`src/rtl/pll_pkg.sv`:
```
// rtl/pll_pkg.sv - shared types and defaults for the DCO frequency detector
package pll_pkg;

  localparam int CNT_W_DEF = 10;
  localparam int PH_DEF    = 4;

  typedef enum logic [1:0] {
    IDLE   = 2'd0,
    COUNT  = 2'd1,
    STROBE = 2'd2
  } state_t;

  // Encoded directly as {p_up, p_down}; both low is never a legal result.
  typedef enum logic [1:0] {
    CMP_SLOW = 2'b01,
    CMP_FAST = 2'b10,
    CMP_HOLD = 2'b11
  } cmp_t;

endpackage

```
`src/rtl/ref_edge_sync.sv`:
```
// rtl/ref_edge_sync.sv - two-flop synchroniser with a one-cycle rising-edge pulse
module ref_edge_sync (
  input  logic clk,
  input  logic rst_n,
  input  logic async_in,
  output logic rise
);

  logic s1, s2, s3;

  always_ff @(posedge clk or negedge rst_n) begin
    if (!rst_n) begin
      s1 <= 1'b0;
      s2 <= 1'b0;
      s3 <= 1'b0;
    end else begin
      s1 <= async_in;
      s2 <= s1;
      s3 <= s2;
    end
  end

  assign rise = s2 & ~s3;

endmodule

```
`src/rtl/dco_freq_detector.sv`:
```
// rtl/dco_freq_detector.sv - counts dco_clk cycles per ref_clk period and issues up/down strobes
module dco_freq_detector
  import pll_pkg::*;
#(
  parameter int CNT_W    = CNT_W_DEF,
  parameter int DEADBAND = 1,
  parameter int PH       = PH_DEF
) (
  input  logic             dco_clk,
  input  logic             reset_n,
  input  logic             ref_clk,
  input  logic [CNT_W-1:0] mult_n,
  output logic             phase_clk,
  output logic             p_up,
  output logic             p_down,
  output logic [CNT_W-1:0] count_out,
  output logic             ovf,
  output logic             err_overlap
);

  localparam logic [CNT_W-1:0] CNT_ONE = CNT_W'(1);
  localparam logic [CNT_W-1:0] CNT_MAX = '1;
  localparam logic [CNT_W:0]   DB_X    = (CNT_W+1)'(DEADBAND);
  localparam logic [3:0]       PH_LAST = 4'(PH - 1);

  state_t           state, state_nx;
  logic             rise;
  logic [CNT_W-1:0] cnt, mult_q;
  logic             sat;
  logic [3:0]       ph_cnt;
  logic             do_cmp, overlap;
  logic [CNT_W:0]   cnt_x, mult_x, lo, hi;
  cmp_t             cmp;

  ref_edge_sync u_sync (
    .clk      (dco_clk),
    .rst_n    (reset_n),
    .async_in (ref_clk),
    .rise     (rise)
  );

  // The strobe lasts one cycle past STROBE (phase_clk is registered), so an edge
  // landing in that trailing high cycle is treated as an overlap as well.
  assign do_cmp  = rise && (state == COUNT) && !phase_clk;
  assign overlap = rise && ((state == STROBE) || ((state == COUNT) && phase_clk));

  always_comb begin
    cnt_x  = {1'b0, cnt};
    mult_x = {1'b0, mult_q};
    hi     = mult_x + DB_X;
    lo     = (mult_x >= DB_X) ? (mult_x - DB_X) : '0;
    if (sat || (cnt_x > hi)) cmp = CMP_FAST;
    else if (cnt_x < lo)     cmp = CMP_SLOW;
    else                     cmp = CMP_HOLD;
  end

  always_comb begin
    state_nx = state;
    case (state)
      IDLE:    if (rise) state_nx = COUNT;
      COUNT:   if (do_cmp) state_nx = STROBE;
      STROBE:  if (ph_cnt == PH_LAST) state_nx = COUNT;
      default: state_nx = IDLE;
    endcase
  end

  always_ff @(posedge dco_clk or negedge reset_n) begin
    if (!reset_n) begin
      state       <= IDLE;
      cnt         <= '0;
      sat         <= 1'b0;
      mult_q      <= '0;
      ph_cnt      <= '0;
      phase_clk   <= 1'b0;
      p_up        <= 1'b1;
      p_down      <= 1'b1;
      count_out   <= '0;
      ovf         <= 1'b0;
      err_overlap <= 1'b0;
    end else begin
      state     <= state_nx;
      phase_clk <= (state == STROBE);
      ph_cnt    <= (state == STROBE) ? ph_cnt + 4'd1 : 4'd0;
      if (rise) begin
        cnt    <= CNT_ONE;
        sat    <= 1'b0;
        mult_q <= mult_n;
        if (state != IDLE) begin
          count_out <= cnt;
          ovf       <= sat;
        end
        if (do_cmp)  {p_up, p_down} <= cmp;
        if (overlap) err_overlap <= 1'b1;
      end else if (state != IDLE) begin
        if (cnt == CNT_MAX) sat <= 1'b1;
        else                cnt <= cnt + CNT_ONE;
      end
    end
  end

endmodule

```
`config.mk`:
```
export PLATFORM = sky130hd
export DESIGN_NAME = dco_freq_detector
export DESIGN_NICKNAME = d
export VERILOG_FILES = /design/src/rtl/pll_pkg.sv /design/src/rtl/ref_edge_sync.sv /design/src/rtl/dco_freq_detector.sv
export SDC_FILE = /design/constraint.sdc
export NUM_CORES = 1
export LEC_CHECK = 0
export ABC_AREA = 1
export BUFFER_PORTS_ARGS = -buffer_cell sky130_fd_sc_hd__buf_2
export CAP_MARGIN = 20
export CELL_PAD_IN_SITES_DETAIL_PLACEMENT = 1
export CELL_PAD_IN_SITES_GLOBAL_PLACEMENT = 2
export CORE_ASPECT_RATIO = 0.7
export CORE_MARGIN = 5
export CORE_UTILIZATION = 32
export DETAILED_ROUTE_END_ITERATION = 10
export GPL_ROUTABILITY_DRIVEN = 0
export GPL_TIMING_DRIVEN = 1
export PLACE_DENSITY = 0.73
export SETUP_SLACK_MARGIN = 0.4
export SLEW_MARGIN = 20
export SYNTH_ARGS = -nofsm -noshare
export SYNTH_HDL_FRONTEND = slang
export SYNTH_SLANG_ARGS = --single-unit
```
`constraint.sdc`:
```
create_clock -name dco_clk -period 2.2 [get_ports dco_clk]
set_input_delay 0.22 -clock dco_clk [delete_from_list [all_inputs] [get_ports dco_clk]]
set_output_delay 0.22 -clock dco_clk [all_outputs]
set_load 0.01 [all_outputs]
```
==> summary.txt, run 1 <==
Routing
  • WL final: 8.264 mm
  • Via-to-Cell Ratio: 4.707
  • Via Count: 2617
  • DRT Pass-1 Iters: 4
  • DRC: 0
  • Routed len/inst: 14.86 um
  • Post-route antenna net violation count: 0
  • Initial DRC Count: 88

CTS
  • CTS tree: yes
  • Clock transition at path regs: 70 ps
  • Root buffer cell: clkbuf_16
  • Htree depth: 2
  • Sink Count: 45
  • Max clock buf depth: 2
  • Num CTS Buffers: 5
  • Clk_lat worst skew: 300 ps

Logic synthesis
  • Asr flop ratio synth: 100.0%
  • Synth unique cells: 35
  • Number of synthesized flops with an enable pin: 0
  • Adder-cell share of the synthesized area: 10.42%
  • Syn Inst Count: 360
  • Post-Synth Simple-Gate Area: 28.34%
  • Most common cell in the netlist: nand2_1
  • XOR/XNOR Fraction of Synth Area: 3.342%
  • Main combinational cell family by area after synthesis: simple AND/OR/NAND/NOR gates
  • Synth top area cells: dfrtp_1 (37%), nand2_1 (12%), ha_1 (10%)
  • Post-synthesis mux area share: 0%
  • Compound-Gate Fraction of Synth Area: 10.89%
  • Post-synthesis sequential area ratio: 39.15%
  • Netlist area before placement: 0.002883 sq mm
  • Seq cells post-synth: 45
  • Synth area leader: dfrtp_1
  • Top FF cell, synth: dfrtp_1
  • Commonest cells in the netlist: nand2_1 (89), dfrtp_1 (43), inv_1 (39)
  • Synth Warn #: 0
  • Mapped Nets: 397
  • Synth top area share: 37.33%
  • Post-Syn Area per Cell: 8.008 sq um

Global route
  • Total GRT Usage: 16.32%
  • First-pass GRT wire length: 13.92 mm
  • Initial antenna violation count: 0
  • Largest net degree at the start of global routing: 31
  • Vias in the first global route: 2738
  • Congestion Overflow GR: 0

Power
  • Power Density: 844.8 mW/mm^2
  • Leak: 1.880 nW
  • PnR Total Power: 3.291 mW
  • Maximum VDD drop: 0.0003979 V

Timing
  • Slew Limit Fails: 0
  • Crit path time final: 2343 ps
  • Clock skew: 5.493 ps
  • Setup TNS: -143.1 ps
  • Max_slew headroom: 70.16%
  • Setup violators final: 1
  • FMAX: 426.8 MHz
  • Period utilization: 106.5%
  • Worst slew pin tran: 447.2 ps
  • Final Hold Viols: 0
  • Post-route worst setup slack: -143.1 ps
  • Hold WS: 30.81 ps
  • RSZ-0062 raised after global routing: yes

Die
  • Die height: 89.41 um
  • Die W: 123.4 um
  • Core Area: 0.008926 sq mm
  • I/O pins: 28
  • Full die area: 0.01104 sq mm
  • # rows: 29
  • Initial Util: 32.30%

Layout
  • Multi-input combinational cell area: 0.001790 sq mm
  • Layout cells sized above 1: 36.81%
  • Core Util, Final: 43.65%
  • Area growth, synth to finish: 35.16%
  • Area taken by flip-flops and latches: 0.001131 sq mm
  • Fill count: 1097
  • Final net count: 468
  • Diodes inserted: 0

Setup path
  • WP data required: 2430 ps
  • Maximum fanout along the worst path: 6
  • CP max-delay cell: dfrtp_1
  • Worst setup path class: register to register
  • CP max stage delay: 400 ps
  • Worst EP arrival: 2570 ps
  • Setup crit start kind: register
  • CP dominant cell by count: nand2_1
  • Worst path cell trace: buf_6, nor2_4, nand3_4, nor2_4, nor2_4, inv_4, nand3_2, ha_4, nand2_1, inv_1, nand2_1, nand2_1, nand2_1, nand2_1, nand2_1, a21oi_2, nor2_2, a21oi_2
  • CP endpoint kind: register
  • CP top delay family: simple AND/OR/NAND/NOR gates
  • Crit path buffers/inverters: 3

Worst hold path
  • Hold Crit Class: input pin to register

Place
  • Hpwl dp: 6.125 mm
  • Port bufs: 27

Flow run
  • Max-cap violations: 0

Outcome
  • Failing checks: setup timing
  • Outcome: complete, but fails checks
==> flip-flops by register name (all words and copies together) (netlist names), 2 cells and up <==
name / flops
count_out: 10
ph_cnt: 4
state: 2
cnt: 10
mult_q: 10
==> power by group <==
part / switching (mW) / leakage, nW / internal [mW]
Combinational: 0.813 / 1.23 / 0.563
Sequential: 0.135 / 0.579 / 0.994
Clock: 0.362 / 0.0702 / 0.424
Total: 1.31 / 1.88 / 1.98
==> metal layers <==
layer / global-route usage [%] / wire, um / vias to the layer above
li1: - / - / 1313
met1: 23.57 / 4270 / 1272
met2: 25.74 / 3676 / 26
met3: 3.036 / 254 / 6
met4: 3.015 / 61 / 0
met5: 0 / 0 / -
==> final cells by class <==
class                           count  share of cell area, %
Inverter                           42                  4.110
Sequential cell                    45                  29.03
Timing Repair Buffer               75                  13.17
Clock buffer                        5                  3.211
Tap cell                          124                  3.982
Multi-Input combinational cell    262                  45.95
Clock inverter                      3                 0.5459
==> cells by family (layout without fill, tap and decap cells) <==
group | Yosys count | in the layout
DFF | 45 | 45
and+or+nand+nor | 173 | 173
adders and majority gates | 24 | 24
buffers and inverters | 53 | 125
AOI/OAI and AO/OA | 54 | 54
xor gates and xnor gates | 11 | 11
==> worst paths after layout <==
| path | endpoint | cells past startpoint | start | slack, ps |
|---|---|---|---|---|
| setup / recovery | p_up$_DFFE_PN1P_ | 18 | mult_q[2]$_DFFE_PN0P_ | -140 |
| hold / removal | u_sync.s1$_DFF_PN0_ | 1 | ref_clk | 30 |
| setup reg to reg | p_up$_DFFE_PN1P_ | 18 | mult_q[2]$_DFFE_PN0P_ | -140 |
| hold reg to reg | u_sync.s2$_DFF_PN0_ | 0 | u_sync.s1$_DFF_PN0_ | 350 |
| max in group asynchronous | count_out[8]$_DFFE_PN0P_ | 3 | reset_n | 1050 |
| min in group asynchronous | mult_q[0]$_DFFE_PN0P_ | 2 | reset_n | 390 |
==> layout by cell type (no fill, tap or decap), drive strengths merged <==
cell | netlist | routed
dfstp | 2 | 2
clkinv | 0 | 1
or2 | 3 | 3
inv | 42 | 43
o31ai | 1 | 1
a21oi | 17 | 17
buf | 8 | 74
o221ai | 1 | 1
nand4 | 6 | 6
dfrtp | 43 | 43
o21ai | 28 | 28
nand3b | 1 | 1
o21bai | 1 | 1
a21boi | 1 | 1
xnor2 | 2 | 2
nand2 | 96 | 96
clkbuf | 3 | 5
dlygate4sd3 | 0 | 1
nor2 | 34 | 34
nor3 | 5 | 5
o21a | 3 | 3
nor4 | 3 | 3
ha | 24 | 24
clkinvlp | 0 | 1
nand3 | 25 | 25
a31oi | 2 | 2
xor2 | 9 | 9
==> repair_timing <==
item                                   4_1_cts  5_1_grt
cloned                                       0        0
setup endpoints to repair                    7       13
pin swaps                                   16       28
endpoints found under the hold margin       13        0
buffers inserted                             9        4
hold buffers                                 1        0
gates resized for setup                     39       23
==> metrics by stage <==
step / instances / worst slack (ps) / cell area, sq um
6_report: 556 / -143.1 / 3896
5_1_grt: 556 / -313.8 / 3896
3_3_place_gp: 534 / -325.9 / 3366
2_1_floorplan: 360 / 64.66 / 2887
3_5_place_dp: 534 / -356.6 / 3366
4_1_cts: 552 / -101.8 / 3755
Power figures use the tool's default switching activity.
==> run 2, diff against run 1 <==
--- a/config.mk
+++ b/config.mk
@@ -17,8 +17,9 @@
 export GPL_ROUTABILITY_DRIVEN = 0
 export GPL_TIMING_DRIVEN = 1
 export PLACE_DENSITY = 0.73
-export SETUP_SLACK_MARGIN = 0.4
-export SLEW_MARGIN = 20
+export SETUP_SLACK_MARGIN = 0.02
+export SLEW_MARGIN = 10
 export SYNTH_ARGS = -nofsm -noshare
 export SYNTH_HDL_FRONTEND = slang
+export SYNTH_HIERARCHICAL = 1
 export SYNTH_SLANG_ARGS = --single-unit
==> summary.txt, run 2 <==
Global route
  • Initial antenna violation count: 0 (unchanged)
  • Largest net degree at the start of global routing: 46 (+48%)
  • Congestion Overflow GR: 0 (unchanged)
  • Vias in the first global route: 2607 (-4.8%)
  • First-pass GRT wire length: 13.73 mm (-1.3%)
  • Total GRT Usage: 16.46% (+0.14 points)

Logic synthesis
  • Post-synthesis sequential area ratio: 39.79% (+0.64 points)
  • Seq cells post-synth: 45 (unchanged)
  • Synth top area share: 37.94% (+0.61 points)
  • Number of synthesized flops with an enable pin: 0 (unchanged)
  • XOR/XNOR Fraction of Synth Area: 2.779% (-0.56 points)
  • Netlist area before placement: 0.002836 sq mm (-1.6%)
  • Synth area leader: dfrtp_1
  • Post-Syn Area per Cell: 7.923 sq um (-1.1%)
  • Synth unique cells: 40 (+14%)
  • Syn Inst Count: 358 (-0.56%)
  • Asr flop ratio synth: 100.0% (unchanged)
  • Synth top area cells: dfrtp_1 (38%), nand2_1 (12%), ha_1 (11%)
  • Post-synthesis mux area share: 0.3970% (+0.40 points)
  • Synth Warn #: 6 (+6)
  • Post-Synth Simple-Gate Area: 28.23% (-0.11 points)
  • Commonest cells in the netlist: nand2_1 (87), dfrtp_1 (43), inv_1 (43)
  • Adder-cell share of the synthesized area: 10.59% (+0.17 points)
  • Mapped Nets: 395 (-0.50%)
  • Top FF cell, synth: dfrtp_1
  • Most common cell in the netlist: nand2_1
  • Main combinational cell family by area after synthesis: simple AND/OR/NAND/NOR gates
  • Compound-Gate Fraction of Synth Area: 10.41% (-0.48 points)

Place
  • Port bufs: 27 (unchanged)
  • Hpwl dp: 6.466 mm (+5.6%)
  • Post-placement cell area: 0.003326 sq mm (-1.2%)

Setup path
  • CP max stage delay: 360 ps (-40 ps)
  • Maximum fanout along the worst path: 3 (-3)
  • R2r worst-path depth: 15 (-3)
  • End of the worst register-to-register path: p_down$_DFFE_PN1P_
  • CP max-delay cell: dfrtp_1
  • RR Startpoint: mult_q[0]$_DFFE_PN0P_
  • CP endpoint kind: register
  • R2R setup slack: -120 ps (+20 ps)
  • Crit path to: p_down$_DFFE_PN1P_
  • Worst setup path class: register to register
  • Worst EP arrival: 2550 ps (-20 ps)
  • Worst path cell trace: inv_2, nor3_4, nand3_2, nor2_4, nand4_1, xor2_1, ha_1, nand2_2, inv_2, nand3_2, nand2_2, inv_2, nand2_2, buf_4, a22o_1
  • Critical Path Start: mult_q[0]$_DFFE_PN0P_
  • WP data required: 2420 ps (about the same)
  • Setup crit start kind: register

Die
  • Initial Util: 33.18% (+0.89 points)
  • I/O pins: 28 (unchanged)
  • Die W: 122.5 um (-0.74%)
  • Die height: 88.77 um (-0.72%)
  • # rows: 28 (-3.4%)
  • Full die area: 0.01088 sq mm (-1.5%)
  • Core Area: 0.008548 sq mm (-4.2%)

Outcome
  • Failing checks: setup timing
  • Outcome: complete, but fails checks

Layout
  • Final net count: 463 (-1.1%)
  • Largest regs: cnt (10), count_out (10), mult_q (10)
  • Commonest cells after routing, fill and taps aside: nand2_1 (81), dfrtp_1 (42), buf_4 (41)
  • Area growth, synth to finish: 29.16%
  • Layout cells sized above 1: 30.68% (-6.1 points)
  • Fill count: 1101 (+0.36%)
  • Most common cell after layout, fill and taps aside: nand2_1
  • Post-route cell area: 0.003664 sq mm (-6.0%)
  • Core Util, Final: 42.86% (-0.79 points)
  • Diodes inserted: 0 (unchanged)

Routing
  • DRC: 0 (unchanged)
  • WL final: 8.377 mm (+1.4%)
  • Via Count: 2586 (-1.2%)
  • Initial DRC Count: 130 (+48%)
  • Routed len/inst: 15.31 um (+3.0%)
  • Via-to-Cell Ratio: 4.728 (+0.44%)
  • DRT Pass-1 Iters: 4 (unchanged)
  • Post-route antenna net violation count: 0 (unchanged)

Power
  • Leak: 1.790 nW (-4.8%)
  • Combinational cell fraction of total power: 37.3% (-4.5 points)
  • Sw Pwr: 1.179 mW (-10%)
  • Maximum VDD drop: 0.0003455 V (-13%)
  • Sw frac: 38.61% (-1.2 points)
  • Internal power: 1.874 mW (-5.4%)
  • Clk pwr share: 26.3% (+2.4 points)
  • Power Density: 833.1 mW/mm^2 (-1.4%)
  • Sequential fraction of design power: 36.4% (+2.1 points)

Worst hold path
  • Hold Crit Class: input pin to async pin

CTS
  • Sink Count: 45 (unchanged)
  • Clk_lat worst skew: 290 ps (about the same)
  • Max clock buf depth: 2 (unchanged)
  • Num CTS Buffers: 5 (unchanged)
  • Root buffer cell: clkbuf_16
  • CTS tree: yes
  • Post-CTS Hold Buffers: 0 (-1)
  • Htree depth: 2 (unchanged)
  • Clock transition at path regs: 70 ps (about the same)

Timing
  • FMAX: 430.6 MHz (+0.90%)
  • Post-route worst setup slack: -122.2 ps (+20.88 ps)
  • Setup violators final: 2 (+1)
  • Period utilization: 105.6% (-0.95 points)
  • Max_slew headroom: 59.30% (-11 points)
  • RSZ-0062 raised after global routing: yes
  • Slew Limit Fails: 0 (unchanged)
  • Clock skew: 5.722 ps (+0.2293 ps)
  • Final Hold Viols: 0 (unchanged)
  • Worst slew pin tran: 610.5 ps (+163.3 ps)
  • Crit path time final: 2322 ps (-20.88 ps)

Flow run
  • Max-cap violations: 0 (unchanged)
==> run 2: cell types whose count changed in the layout (fill, tap and decap cells not counted), sizes merged, moves of 4 or more <==
cell / change
o21ai: +5
nor2: -7
nand2: -4
nor3: +4
nand3: +5
buf: -5
==> run 2: logic make-up after synthesis <==
logic type | Yosys count
flip-flops | 45
buffers and inverters | 55
AND/OR/NAND/NOR | 170
AO/OA/AOI/OAI | 54
multiplexers | 1
adder cells (fa/ha/maj) | 24
XOR/XNOR | 9
==> run 2: cell type report <==
| class | instances | area [sq um] | share of cell area [%] |
|---|---|---|---|
| clock inverters | 2 | 13.76 | 0.3757 |
| flip-flops and latches | 45 | 1130 | 30.84 |
| clock buffers | 6 | 138.9 | 3.791 |
| repair buffers | 69 | 454.2 | 12.40 |
| well taps | 120 | 150.1 | 4.098 |
| multi-input cells | 258 | 1599 | 43.65 |
| inverters | 47 | 177.7 | 4.850 |
==> run 2: repair_timing <==
action,CTS,global route
pin swaps,10,22
resized for setup,11,25
endpoints found under the setup margin,2,2
hold endpoints to repair,0,0
gates cloned,0,0
setup buffers,5,4
==> run 2: worst max-delay path: cells and delay by family (launching register included) <==
kind / cells / cell delay [ps]
compound gates: 1 / 170
buf+inv: 4 / 310
fa+ha+maj: 1 / 320
simple gates: 8 / 910
flops: 1 / 360
xor+xnor: 1 / 190
==> run 2: routing by layer <==
layer,wire [um],vias to the layer above,GRT usage [%]
li1,-,1310,-
met3,428,6,3.067
met5,0,-,0
met2,3578,41,24.83
met4,76,0,3.659
met1,4293,1229,24.48
==> run 2: how the worst min path moves through the flow <==
| stage | from | endpoint | cells after the start |
|---|---|---|---|
| global route | ref_clk | u_sync/s1$_DFF_PN0_ | 1 |
| floorplan | reset_n | cnt[0]$_DFFE_PN0P_ | 0 |
| finish | reset_n | ph_cnt[3]$_DFF_PN0_ | 2 |
| detailed placement | ref_clk | u_sync/s1$_DFF_PN0_ | 1 |
| global placement | ref_clk | u_sync/s1$_DFF_PN0_ | 1 |
| CTS | ref_clk | u_sync/s1$_DFF_PN0_ | 1 |
==> run 2: power groups by stage <==
stage | logic (mW) | registers (mW) | clock network [mW]
final | 1.14 | 1.11 | 0.803
after global routing | 1.30 | 1.13 | 0.862
after CTS | 1.09 | 1.11 | 0.828
after detailed placement | 1.06 | 1.12 | 0
after global placement | 1.03 | 1.12 | 0
after floorplan | 0.623 | 1.12 | 0
==> run 2: metrics by stage <==
stage                     setup slack [ps]  cells  hold WS, ps  total power [mW]  setup TNS (ps)
final                               -122.2    547        19.72             3.052          -219.0
after global routing                -278.5    547        30.38             3.291          -555.8
after CTS                           -132.2    543        22.62             3.032          -260.8
after detailed placement            -249.7    530        329.9             2.181          -444.4
after global placement              -178.8    530        333.5             2.147          -349.3
after floorplan                      42.92    358       -75.59             1.746               0
==> run 3, diff against run 2 <==
--- a/config.mk
+++ b/config.mk
@@ -17,7 +17,7 @@
 export GPL_ROUTABILITY_DRIVEN = 0
 export GPL_TIMING_DRIVEN = 1
 export PLACE_DENSITY = 0.73
-export SETUP_SLACK_MARGIN = 0.02
+export SETUP_SLACK_MARGIN = 0.5
 export SLEW_MARGIN = 10
 export SYNTH_ARGS = -nofsm -noshare
 export SYNTH_HDL_FRONTEND = slang
==> constraint.sdc (replaced) <==
create_clock -name dco_clk -period 1.9 [get_ports dco_clk]
set_input_delay 0.38 -clock dco_clk [delete_from_list [all_inputs] [get_ports dco_clk]]
set_output_delay 0.38 -clock dco_clk [all_outputs]
set_load 0.01 [all_outputs]
==> summary.txt, run 3 (synthesis results as in run 2) <==
Outcome
  • Outcome: complete, but fails checks
  • Failing checks: setup timing

Timing
  • Slew Limit Fails: 0 (unchanged)
  • Crit path time final: 2261 ps (-61.48 ps)
  • Period utilization: 119.0% (+13 points)
  • Worst slew pin tran: 498.6 ps (-111.9 ps)
  • Max_slew headroom: 66.76% (+7.5 points)
  • Clock skew: 7.106 ps (+1.384 ps)
  • Hold WS: 44.06 ps (+24.34 ps)
  • RSZ-0062 raised after global routing: yes
  • Setup violators final: 2 (unchanged)
  • Post-route worst setup slack: -360.8 ps (-238.5 ps)
  • Final Hold Viols: 0 (unchanged)
  • Setup TNS: -644.3 ps (-425.3 ps)
  • FMAX: 442.3 MHz (+2.7%)

Layout
  • Most common cell after layout, fill and taps aside: nand2_1
  • Core Util, Final: 46.79% (+3.9 points)
  • Final Non-Filler Cells: 568 (+3.8%)
  • Layout cells sized above 1: 39.06% (+8.4 points)
  • Commonest cells after routing, fill and taps aside: nand2_1 (80), buf_4 (58), inv_1 (39)
  • Final net count: 484 (+4.5%)
  • Diodes inserted: 0 (unchanged)
  • Area growth, synth to finish: 41.02%
  • Largest regs: cnt (10), count_out (10), mult_q (10)
  • Post-route cell area: 0.004000 sq mm (+9.2%)

Setup path
  • CP endpoint kind: register
  • WP data required: 2130 ps (-290 ps)
  • Setup crit start kind: register
  • Worst setup path class: register to register
  • R2r worst-path depth: 14 (-1)
  • R2R setup slack: -360 ps (-240 ps)
  • Worst EP arrival: 2490 ps (-60 ps)
  • Maximum fanout along the worst path: 4 (+1)

CTS
  • Root buffer cell: clkbuf_16
  • Htree depth: 2 (unchanged)
  • Max clock buf depth: 2 (unchanged)
  • Post-CTS Hold Buffers: 0 (unchanged)
  • Num CTS Buffers: 5 (unchanged)
  • Clock transition at path regs: 70 ps (about the same)
  • CTS tree: yes
  • Clk_lat worst skew: 300 ps (about the same)
  • Sink Count: 45 (unchanged)

Die
  • Die height: 88.77 um (unchanged)
  • Initial Util: 33.18% (unchanged)
  • # rows: 28 (unchanged)
  • Core Area: 0.008548 sq mm (unchanged)
  • Die W: 122.5 um (unchanged)
  • Full die area: 0.01088 sq mm (unchanged)
  • I/O pins: 28 (unchanged)

Routing
  • WL final: 8.566 mm (+2.3%)
  • DRC: 0 (unchanged)
  • Initial DRC Count: 99 (-24%)
  • DRT Pass-1 Iters: 4 (unchanged)
  • Via-to-Cell Ratio: 4.692 (-0.76%)
  • Via Count: 2665 (+3.1%)
  • Routed len/inst: 15.08 um (-1.5%)
  • Post-route antenna net violation count: 0 (unchanged)

Power
  • Maximum VDD drop: 0.0005398 V (+56%)
  • Power Density: 970.5 mW/mm^2 (+16%)
  • PnR Total Power: 3.882 mW (+27%)
  • Leak: 1.915 nW (+7.0%)

Place
  • Placed insts: 540 (+1.9%)
  • Port bufs: 27 (unchanged)
  • Pre-CTS setup slack: -437.3 ps (-187.5 ps)
  • Post-placement cell area: 0.003435 sq mm (+3.3%)
  • Hpwl dp: 6.327 mm (-2.2%)

Global route
  • Total GRT Usage: 16.71% (+0.25 points)
  • First-pass GRT wire length: 14.06 mm (+2.4%)
  • Largest net degree at the start of global routing: 29 (-37%)
  • Vias in the first global route: 2774 (+6.4%)
  • Congestion Overflow GR: 0 (unchanged)
  • Initial antenna violation count: 0 (unchanged)

Worst hold path
  • Hold Crit Class: input pin to async pin

Flow run
  • Max-cap violations: 0 (unchanged)
==> run 3: critical path, cell delays in order (launching register included) <==
cell and delay, ps:
dfrtp_1 360, inv_2 70, nor3_4 210, nand3_2 130, nor2_4 150, nand4_1 110, xor2_1 200, ha_1 300
a21oi_2 140, a21boi_2 170, nand2_1 80, nand2_2 80, nand3_1 70, nor2_1 90, nor2_1 40
==> run 3: path summary, 6_finish.rpt <==
check,startpoint,end
max,mult_q[0]$_DFFE_PN0P_,p_up$_DFFE_PN1P_
min,reset_n,count_out[6]$_DFFE_PN0P_
max reg2reg,mult_q[0]$_DFFE_PN0P_,p_up$_DFFE_PN1P_
min reg2reg,u_sync/s1$_DFF_PN0_,u_sync/s2$_DFF_PN0_
max in group asynchronous,reset_n,p_up$_DFFE_PN1P_
min in group dco_clk,ref_clk,u_sync/s1$_DFF_PN0_
==> run 3: power breakdown <==
part / switching (mW) / internal [mW] / total [mW]
Sequential: 0.142 / 1.14 / 1.28
Combinational: 0.967 / 0.711 / 1.68
Clock: 0.424 / 0.496 / 0.920
Total: 1.53 / 2.35 / 3.88
==> run 3: layer usage <==
layer / vias up / global-route usage [%] / wire length, um
li1: 1361 / - / -
met1: 1261 / 24.27 / 4427
met2: 33 / 25.77 / 3789
met3: 10 / 3.195 / 273
met4: 0 / 3.862 / 77
met5: - / 0 / 0
==> run 3: cell type report <==
class                      count  area [sq um]
fill                        1040          4548
tap                          120         150.1
clock inverter                 3         25.02
multi-input combinational    259          1730
clock buffer                   5         125.1
timing repair buffer          89         633.1
sequential                    45          1137
inverter                      47         198.9
==> run 3: timing repair <==
| item | CTS | global route |
|---|---|---|
| pin swaps | 13 | 16 |
| setup endpoints to repair | 13 | 15 |
| setup buffers | 14 | 5 |
| gates resized for setup | 24 | 40 |
| cloned | 1 | 0 |
